$ cat config.mk
export PLATFORM = sky130hd
export DESIGN_NAME = icache_fetch_flat
export DESIGN_NICKNAME = d
export VERILOG_FILES = /design/src/rtl/icache_fetch_if.sv /design/src/rtl/icache_fetch.sv /design/src/flat_wrapper.sv
export SDC_FILE = /design/constraint.sdc
export NUM_CORES = 2
export LEC_CHECK = 0
export CAP_MARGIN = 20
export CELL_PAD_IN_SITES_DETAIL_PLACEMENT = 0
export CELL_PAD_IN_SITES_GLOBAL_PLACEMENT = 2
export CORE_MARGIN = 2
export CORE_UTILIZATION = 27
export DETAILED_ROUTE_END_ITERATION = 7
export PLACE_DENSITY_LB_ADDON = 0.1
export SLEW_MARGIN = 0
export SYNTH_ARGS = -nofsm -noshare
export SYNTH_HDL_FRONTEND = slang
export SYNTH_SLANG_ARGS = --single-unit
$ cat constraint.sdc
create_clock -name clk_in -period 5.9 [get_ports clk_in]
set_input_delay 0.59 -clock clk_in [delete_from_list [all_inputs] [get_ports clk_in]]
set_output_delay 0.59 -clock clk_in [all_outputs]
set_load 0.03 [all_outputs]
$ cat src/rtl/icache_fetch_if.sv
// Fetch-side bus of the instruction cache: the instruction unit's PC/request
// lookup path together with the memory unit's line-refill beat port.
interface icache_fetch_if;
  // Instruction unit lookup
  logic [31:0] pc_in;
  logic        inst_req;
  logic        inst_ready;
  logic [31:0] inst;
  // Memory unit refill port
  logic        mem_busy;
  logic        refill_req;
  logic [31:0] refill_addr;
  logic        refill_valid;
  logic [31:0] refill_data;

  // Environment side: instruction unit plus memory unit
  modport master (
    output pc_in, inst_req, refill_valid, refill_data,
    input  inst_ready, inst, mem_busy, refill_req, refill_addr
  );

  // Cache side
  modport slave (
    input  pc_in, inst_req, refill_valid, refill_data,
    output inst_ready, inst, mem_busy, refill_req, refill_addr
  );
endinterface

$ cat src/rtl/icache_fetch.sv
// Direct-mapped instruction cache responder with 16-byte lines.
// Lookups are combinational on halfword-aligned PCs so that compressed and
// line-straddling 32-bit instructions are both served; misses run a 4-beat
// line refill against the memory unit, one line at a time.
module icache_fetch #(
  parameter int INDEX_BIT = 4
) (
  input  logic          clk_in,
  input  logic          rst_in,
  input  logic          rdy_in,
  icache_fetch_if.slave bus
);

  localparam int LINES = 1 << INDEX_BIT;
  localparam int TAG_W = 28 - INDEX_BIT;

  typedef enum logic {
    IDLE,
    REFILL
  } state_e;

  // Line storage
  logic [LINES-1:0] valid_q;
  logic [TAG_W-1:0] tag_q  [LINES];
  logic [31:0]      data_q [LINES][4];

  // Refill control registers
  state_e      state_q,    state_d;
  logic        req_q,      req_d;
  logic        busy_q,     busy_d;
  logic [31:0] ref_addr_q, ref_addr_d;
  logic [1:0]  cnt_q,      cnt_d;

  // Storage write strobes decoded by the FSM
  logic beat_we;
  logic line_done;

  // Lookup datapath signals
  logic [31:0]          addr_a;
  logic [31:0]          addr_b;
  logic [INDEX_BIT-1:0] idx_a;
  logic [INDEX_BIT-1:0] idx_b;
  logic [TAG_W-1:0]     tag_a;
  logic [TAG_W-1:0]     tag_b;
  logic [31:0]          word_a;
  logic [31:0]          word_b;
  logic [15:0]          lo;
  logic [15:0]          hi;
  logic                 hit_a;
  logic                 hit_b;
  logic                 compressed;
  logic                 ready;
  logic [31:0]          miss_base;

  // Refill target fields come straight from the held line address
  logic [INDEX_BIT-1:0] ref_idx;
  logic [TAG_W-1:0]     ref_tag;

  // Address bit 0 never selects anything: fetches are halfword-granular
  logic unused_bits;

  assign addr_a = {bus.pc_in[31:1], 1'b0};
  assign addr_b = addr_a + 32'd2;

  assign idx_a = addr_a[3+INDEX_BIT:4];
  assign idx_b = addr_b[3+INDEX_BIT:4];
  assign tag_a = addr_a[31:4+INDEX_BIT];
  assign tag_b = addr_b[31:4+INDEX_BIT];

  assign ref_idx = ref_addr_q[3+INDEX_BIT:4];
  assign ref_tag = ref_addr_q[31:4+INDEX_BIT];

  assign unused_bits = ^{bus.pc_in[0], addr_a[0], addr_b[0]};

  // Hit path: pick the low halfword at A and the high halfword at A+2,
  // which may come from the next word or, at offset 14, the next line
  always_comb begin
    word_a     = data_q[idx_a][addr_a[3:2]];
    word_b     = data_q[idx_b][addr_b[3:2]];
    lo         = addr_a[1] ? word_a[31:16] : word_a[15:0];
    hi         = addr_b[1] ? word_b[31:16] : word_b[15:0];
    hit_a      = valid_q[idx_a] && (tag_q[idx_a] == tag_a);
    hit_b      = valid_q[idx_b] && (tag_q[idx_b] == tag_b);
    compressed = (lo[1:0] != 2'b11);
    ready      = hit_a && (compressed || hit_b);
    miss_base  = hit_a ? {addr_b[31:4], 4'b0000} : {addr_a[31:4], 4'b0000};
  end

  assign bus.inst_ready  = ready;
  assign bus.inst        = {hi, lo};
  assign bus.refill_req  = req_q;
  assign bus.mem_busy    = busy_q;
  assign bus.refill_addr = ref_addr_q;

  // Refill FSM next state: latch the missing line in IDLE, count beats in REFILL
  always_comb begin
    state_d    = state_q;
    req_d      = req_q;
    busy_d     = busy_q;
    ref_addr_d = ref_addr_q;
    cnt_d      = cnt_q;
    beat_we    = 1'b0;
    line_done  = 1'b0;
    if (rdy_in) begin
      unique case (state_q)
        IDLE: begin
          if (bus.inst_req && !ready) begin
            ref_addr_d = miss_base;
            req_d      = 1'b1;
            busy_d     = 1'b1;
            cnt_d      = 2'd0;
            state_d    = REFILL;
          end
        end
        REFILL: begin
          if (bus.refill_valid) begin
            beat_we = 1'b1;
            cnt_d   = cnt_q + 2'd1;
            if (cnt_q == 2'd3) begin
              line_done = 1'b1;
              req_d     = 1'b0;
              busy_d    = 1'b0;
              state_d   = IDLE;
            end
          end
        end
      endcase
    end
  end

  // Refill FSM state register
  always_ff @(posedge clk_in or negedge rst_in) begin
    if (!rst_in) begin
      state_q    <= IDLE;
      req_q      <= 1'b0;
      busy_q     <= 1'b0;
      ref_addr_q <= 32'd0;
      cnt_q      <= 2'd0;
    end else begin
      state_q    <= state_d;
      req_q      <= req_d;
      busy_q     <= busy_d;
      ref_addr_q <= ref_addr_d;
      cnt_q      <= cnt_d;
    end
  end

  // Valid bits: dropped on the first beat so a half-written line never hits
  always_ff @(posedge clk_in or negedge rst_in) begin
    if (!rst_in) begin
      valid_q <= '0;
    end else if (beat_we && (cnt_q == 2'd0)) begin
      valid_q[ref_idx] <= 1'b0;
    end else if (line_done) begin
      valid_q[ref_idx] <= 1'b1;
    end
  end

  // Data and tag arrays need no reset; valid_q gates every use of them
  always_ff @(posedge clk_in) begin
    if (beat_we) begin
      data_q[ref_idx][cnt_q] <= bus.refill_data;
    end
    if (line_done) begin
      tag_q[ref_idx] <= ref_tag;
    end
  end

endmodule

$ cat src/flat_wrapper.sv
// flat-port wrapper written by rule: the top's interface ports become plain ports
module icache_fetch_flat 
#(
  parameter int INDEX_BIT = 4
)
  (clk_in, rst_in, rdy_in, bus_pc_in, bus_inst_req, bus_refill_valid, bus_refill_data, bus_inst_ready, bus_inst, bus_mem_busy, bus_refill_req, bus_refill_addr);
  icache_fetch_if bus_i ();
  input  logic clk_in;
  input  logic rst_in;
  input  logic rdy_in;
  input wire logic [$bits(bus_i.pc_in)-1:0] bus_pc_in;
  input wire logic [$bits(bus_i.inst_req)-1:0] bus_inst_req;
  input wire logic [$bits(bus_i.refill_valid)-1:0] bus_refill_valid;
  input wire logic [$bits(bus_i.refill_data)-1:0] bus_refill_data;
  output wire logic [$bits(bus_i.inst_ready)-1:0] bus_inst_ready;
  output wire logic [$bits(bus_i.inst)-1:0] bus_inst;
  output wire logic [$bits(bus_i.mem_busy)-1:0] bus_mem_busy;
  output wire logic [$bits(bus_i.refill_req)-1:0] bus_refill_req;
  output wire logic [$bits(bus_i.refill_addr)-1:0] bus_refill_addr;
  assign bus_i.pc_in = bus_pc_in;
  assign bus_i.inst_req = bus_inst_req;
  assign bus_i.refill_valid = bus_refill_valid;
  assign bus_i.refill_data = bus_refill_data;
  assign bus_inst_ready = bus_i.inst_ready;
  assign bus_inst = bus_i.inst;
  assign bus_mem_busy = bus_i.mem_busy;
  assign bus_refill_req = bus_i.refill_req;
  assign bus_refill_addr = bus_i.refill_addr;
  icache_fetch #(.INDEX_BIT(INDEX_BIT)) u_core (.clk_in(clk_in), .rst_in(rst_in), .rdy_in(rdy_in), .bus(bus_i));
endmodule
==> results.cfg <==
[route]
vias = 62290
first_pass_iters = 6
drtIter0Drc = 6570
route.detailed.drc = 0
wl_per_cell_um = 39.92
wl_met2_um = 221900
vias_per_cell = 5.410
route.met3.wl_um = 23420
top_layer = met5
wl_met1_um = 202000
ant_nets = 0
wl_um = 459600

[floorplan]
initial_core_util = 0.2711
num_rows = 240
dieArea_mm2 = 0.4341
die_w_um = 658.8
die_h_um = 658.8
core_area_mm2 = 0.4270
ios = 136

[cells_and_area]
nets = 5644
final_common_cell = edfxtp_1
final_cell_mix = edfxtp_1 (2432), mux4_2 (1533), clkbuf_16 (318)
drive_gt1_frac = 0.4297
post-route-util = 0.3203
syn_to_final_growth_pct = 18.14
fin_cells = 11510

[synthesis]
synth_compound_area_frac = 0.008332
synth_edf_count = 2432
synth_xor_xnor_area_share = 0.007651
synth_cells = 5211
synthAdderAreaFrac = 0.0005403
syn_area_per_cell_um2 = 22.22
synth_cell_types = 77
synth-async-reset-ratio = 0.01935
synth_seq_cells = 2480
synthMuxAreaShare = 0.3083
yosysSeqAreaShare = 0.6411
yosys_warnings = 0
synth-simple-area-share = 0.01851
syn_area_mm2 = 0.1158
ys.flop_type = edfxtp_1
synth_top_family_by_area = multiplexers

[job]
maxCapViolations = 0

[placed_design]
dp_hpwl_um = 264100
placedCellCount = 10890
port_buffers = 130
place.gp.congestion = 0.7435
place_ws_ps = 184.8

[clocking]
cts_hold_buf = 1
clkTransAtPathRegs_ps = 60
cts_made_buffers = 312
postCtsSetupBuffers = 0
cts_resized = 0
htreeDepth = 5
clk_latency_ps = 950
clockBufferDepth = 4
cts.sinks = 2480
cts_root_buf = clkbuf_16
cts_tree = built

[worst_setup_path]
worstSetupEndpointType = primary output
critical_path_class = in -> out
crit_fanout = 39
crit_path_start_kind = primary input
critPathArrivalTime_ps = 4960
critPathRequiredTime_ps = 5310

[sta]
tightest_slew_ps = 1132
fmax_mhz = 180.0
timing.final.ws_setup_ps = 345.3
rsz0062_at_grt = false
skew_ps = 55.88
fin_crit_sh = 0.9415
drv_slew = 0
hold_ws_ps = 55.90
slew_headroom = 0.2455
fin_crit_ps = 5555
setup_tns_ps = 0
finalHoldViolations = 0
finalSetupViolations = 0

[worst_hold_path]
hp-class = in -> reg

[global_routing]
antenna_found_initial = 48
grt_start_max_net_pins = 99
grt_pass1_vias = 64700
overflow = 0
grt_pass1_wl_um = 612900
track_usage = 0.2089

[power]
power.density_mw_per_mm2 = 330.1
p_leak_nw = 41.55
peakVddDrop_mv = 0.1817

[outcome]
status = finished clean
==> layout make-up <==
cell class                 instances  area [um^2]
fill                           40540       290200
multi-input combinational       2314        40440
tap                             5687         7116
clock inverter                   153         1350
clock buffer                     409         8389
inverter                           4        15.01
timing repair buffer             458         5214
sequential                      2480        74230
antenna                            8        20.02
==> flip-flops by register name, indices dropped and copies added (netlist names), named ones only <==
signal                  cells
u_core.data_q            2048
u_core.bus.refill_req       1
u_core.bus.refill_addr     28
u_core.state_q              1
u_core.tag_q              384
u_core.cnt_q                2
==> cell usage after synthesis, types with 6 or more instances <==
master | number | area share
edfxtp_1 | 2432 | 0.63
nand2b_1 | 13 | 0.00070
a21oi_1 | 20 | 0.00086
mux2_4 | 27 | 0.0035
xor2_1 | 30 | 0.0023
buf_6 | 11 | 0.0011
and2_1 | 6 | 0.00032
nor4_1 | 6 | 0.00032
nand2_1 | 115 | 0.0037
a221oi_1 | 6 | 0.00045
nand3_1 | 51 | 0.0022
a2111oi_0 | 14 | 0.0011
nand4_1 | 31 | 0.0017
xnor2_1 | 63 | 0.0048
mux2i_1 | 33 | 0.0029
nor2b_1 | 6 | 0.00032
a211oi_1 | 6 | 0.00039
dfrtp_1 | 48 | 0.010
buf_1 | 124 | 0.0040
a22oi_1 | 7 | 0.00045
o21ai_0 | 9 | 0.00039
and3_1 | 20 | 0.0011
buf_2 | 54 | 0.0023
nor3_1 | 22 | 0.00095
mux4_2 | 1533 | 0.30
a22o_1 | 7 | 0.00053
mux2_2 | 38 | 0.0037
or3_1 | 6 | 0.00032
or4_1 | 6 | 0.00039
nor2_1 | 156 | 0.0051
clkbuf_1 | 208 | 0.0067
buf_4 | 19 | 0.0012
==> report_power, final <==
| part | switching [W] | total, W | internal (W) |
|---|---|---|---|
| sequential | 0.000712 | 0.0208 | 0.0201 |
| clock | 0.00783 | 0.0186 | 0.0108 |
| combinational | 0.00330 | 0.00570 | 0.00240 |
| total | 0.0118 | 0.0451 | 0.0333 |
==> kinds of logic after synthesis <==
| kind of cell | count (synthesis) |
|---|---|
| DFF | 2480 |
| muxes | 1631 |
| and+or+nand+nor | 456 |
| buffers and inverters | 420 |
| AOI/OAI and AO/OA | 122 |
| xor gates and xnor gates | 96 |
| adders and majority gates | 5 |
| other | 1 |
==> stage by stage <==
step | power (W) | cell area, um^2
finish | 0.04514 | 136800
global placement | 0.02700 | 126200
detailed placement | 0.02701 | 126200
global route | 0.04667 | 136800
floorplan | 0.02409 | 115800
CTS | 0.04581 | 136000
==> critical path, stage by stage <==
cell and delay (ps):
buf_4 250, nand3_4 250, xnor2_4 270, buf_12 430
mux4_2 560, a22o_1 270, a221oi_2 410, xnor2_1 170
a2111oi_2 510, o2111ai_1 220, nor3_1 190, a21boi_0 120
nor2_1 340, buf_4 200, buf_12 110
==> path summary, 6_finish.rpt <==
kind	from	endpoint	slack, ps	depth (start not counted)
worst max-delay path	bus_pc_in[1]	bus_inst_ready	350	15
worst min-delay path	bus_refill_data[10]	u_core.data_q[10][74]$_DFFE_PP_	60	1
worst max register to register	u_core.tag_q[3][0]$_DFFE_PP_	u_core.bus.refill_addr[25]$_DFFE_PN0P_	1570	12
worst min register to register	u_core.state_q$_DFFE_PN0P_	u_core.state_q$_DFFE_PN0P_	500	1
max in group asynchronous	rst_in	asynchronous set/reset pin	4970	2
min in group asynchronous	rst_in	u_core.bus.refill_req$_DFFE_PN0P_	370	2
==> metal layers <==
layer | up-vias | track usage
li1 | 23960 | -
met1 | 35740 | 0.2923
met2 | 2062 | 0.3445
met3 | 517 | 0.02820
met4 | 4 | 0.05045
met5 | - | 0
Note: power is estimated with default switching activity, not from simulation.
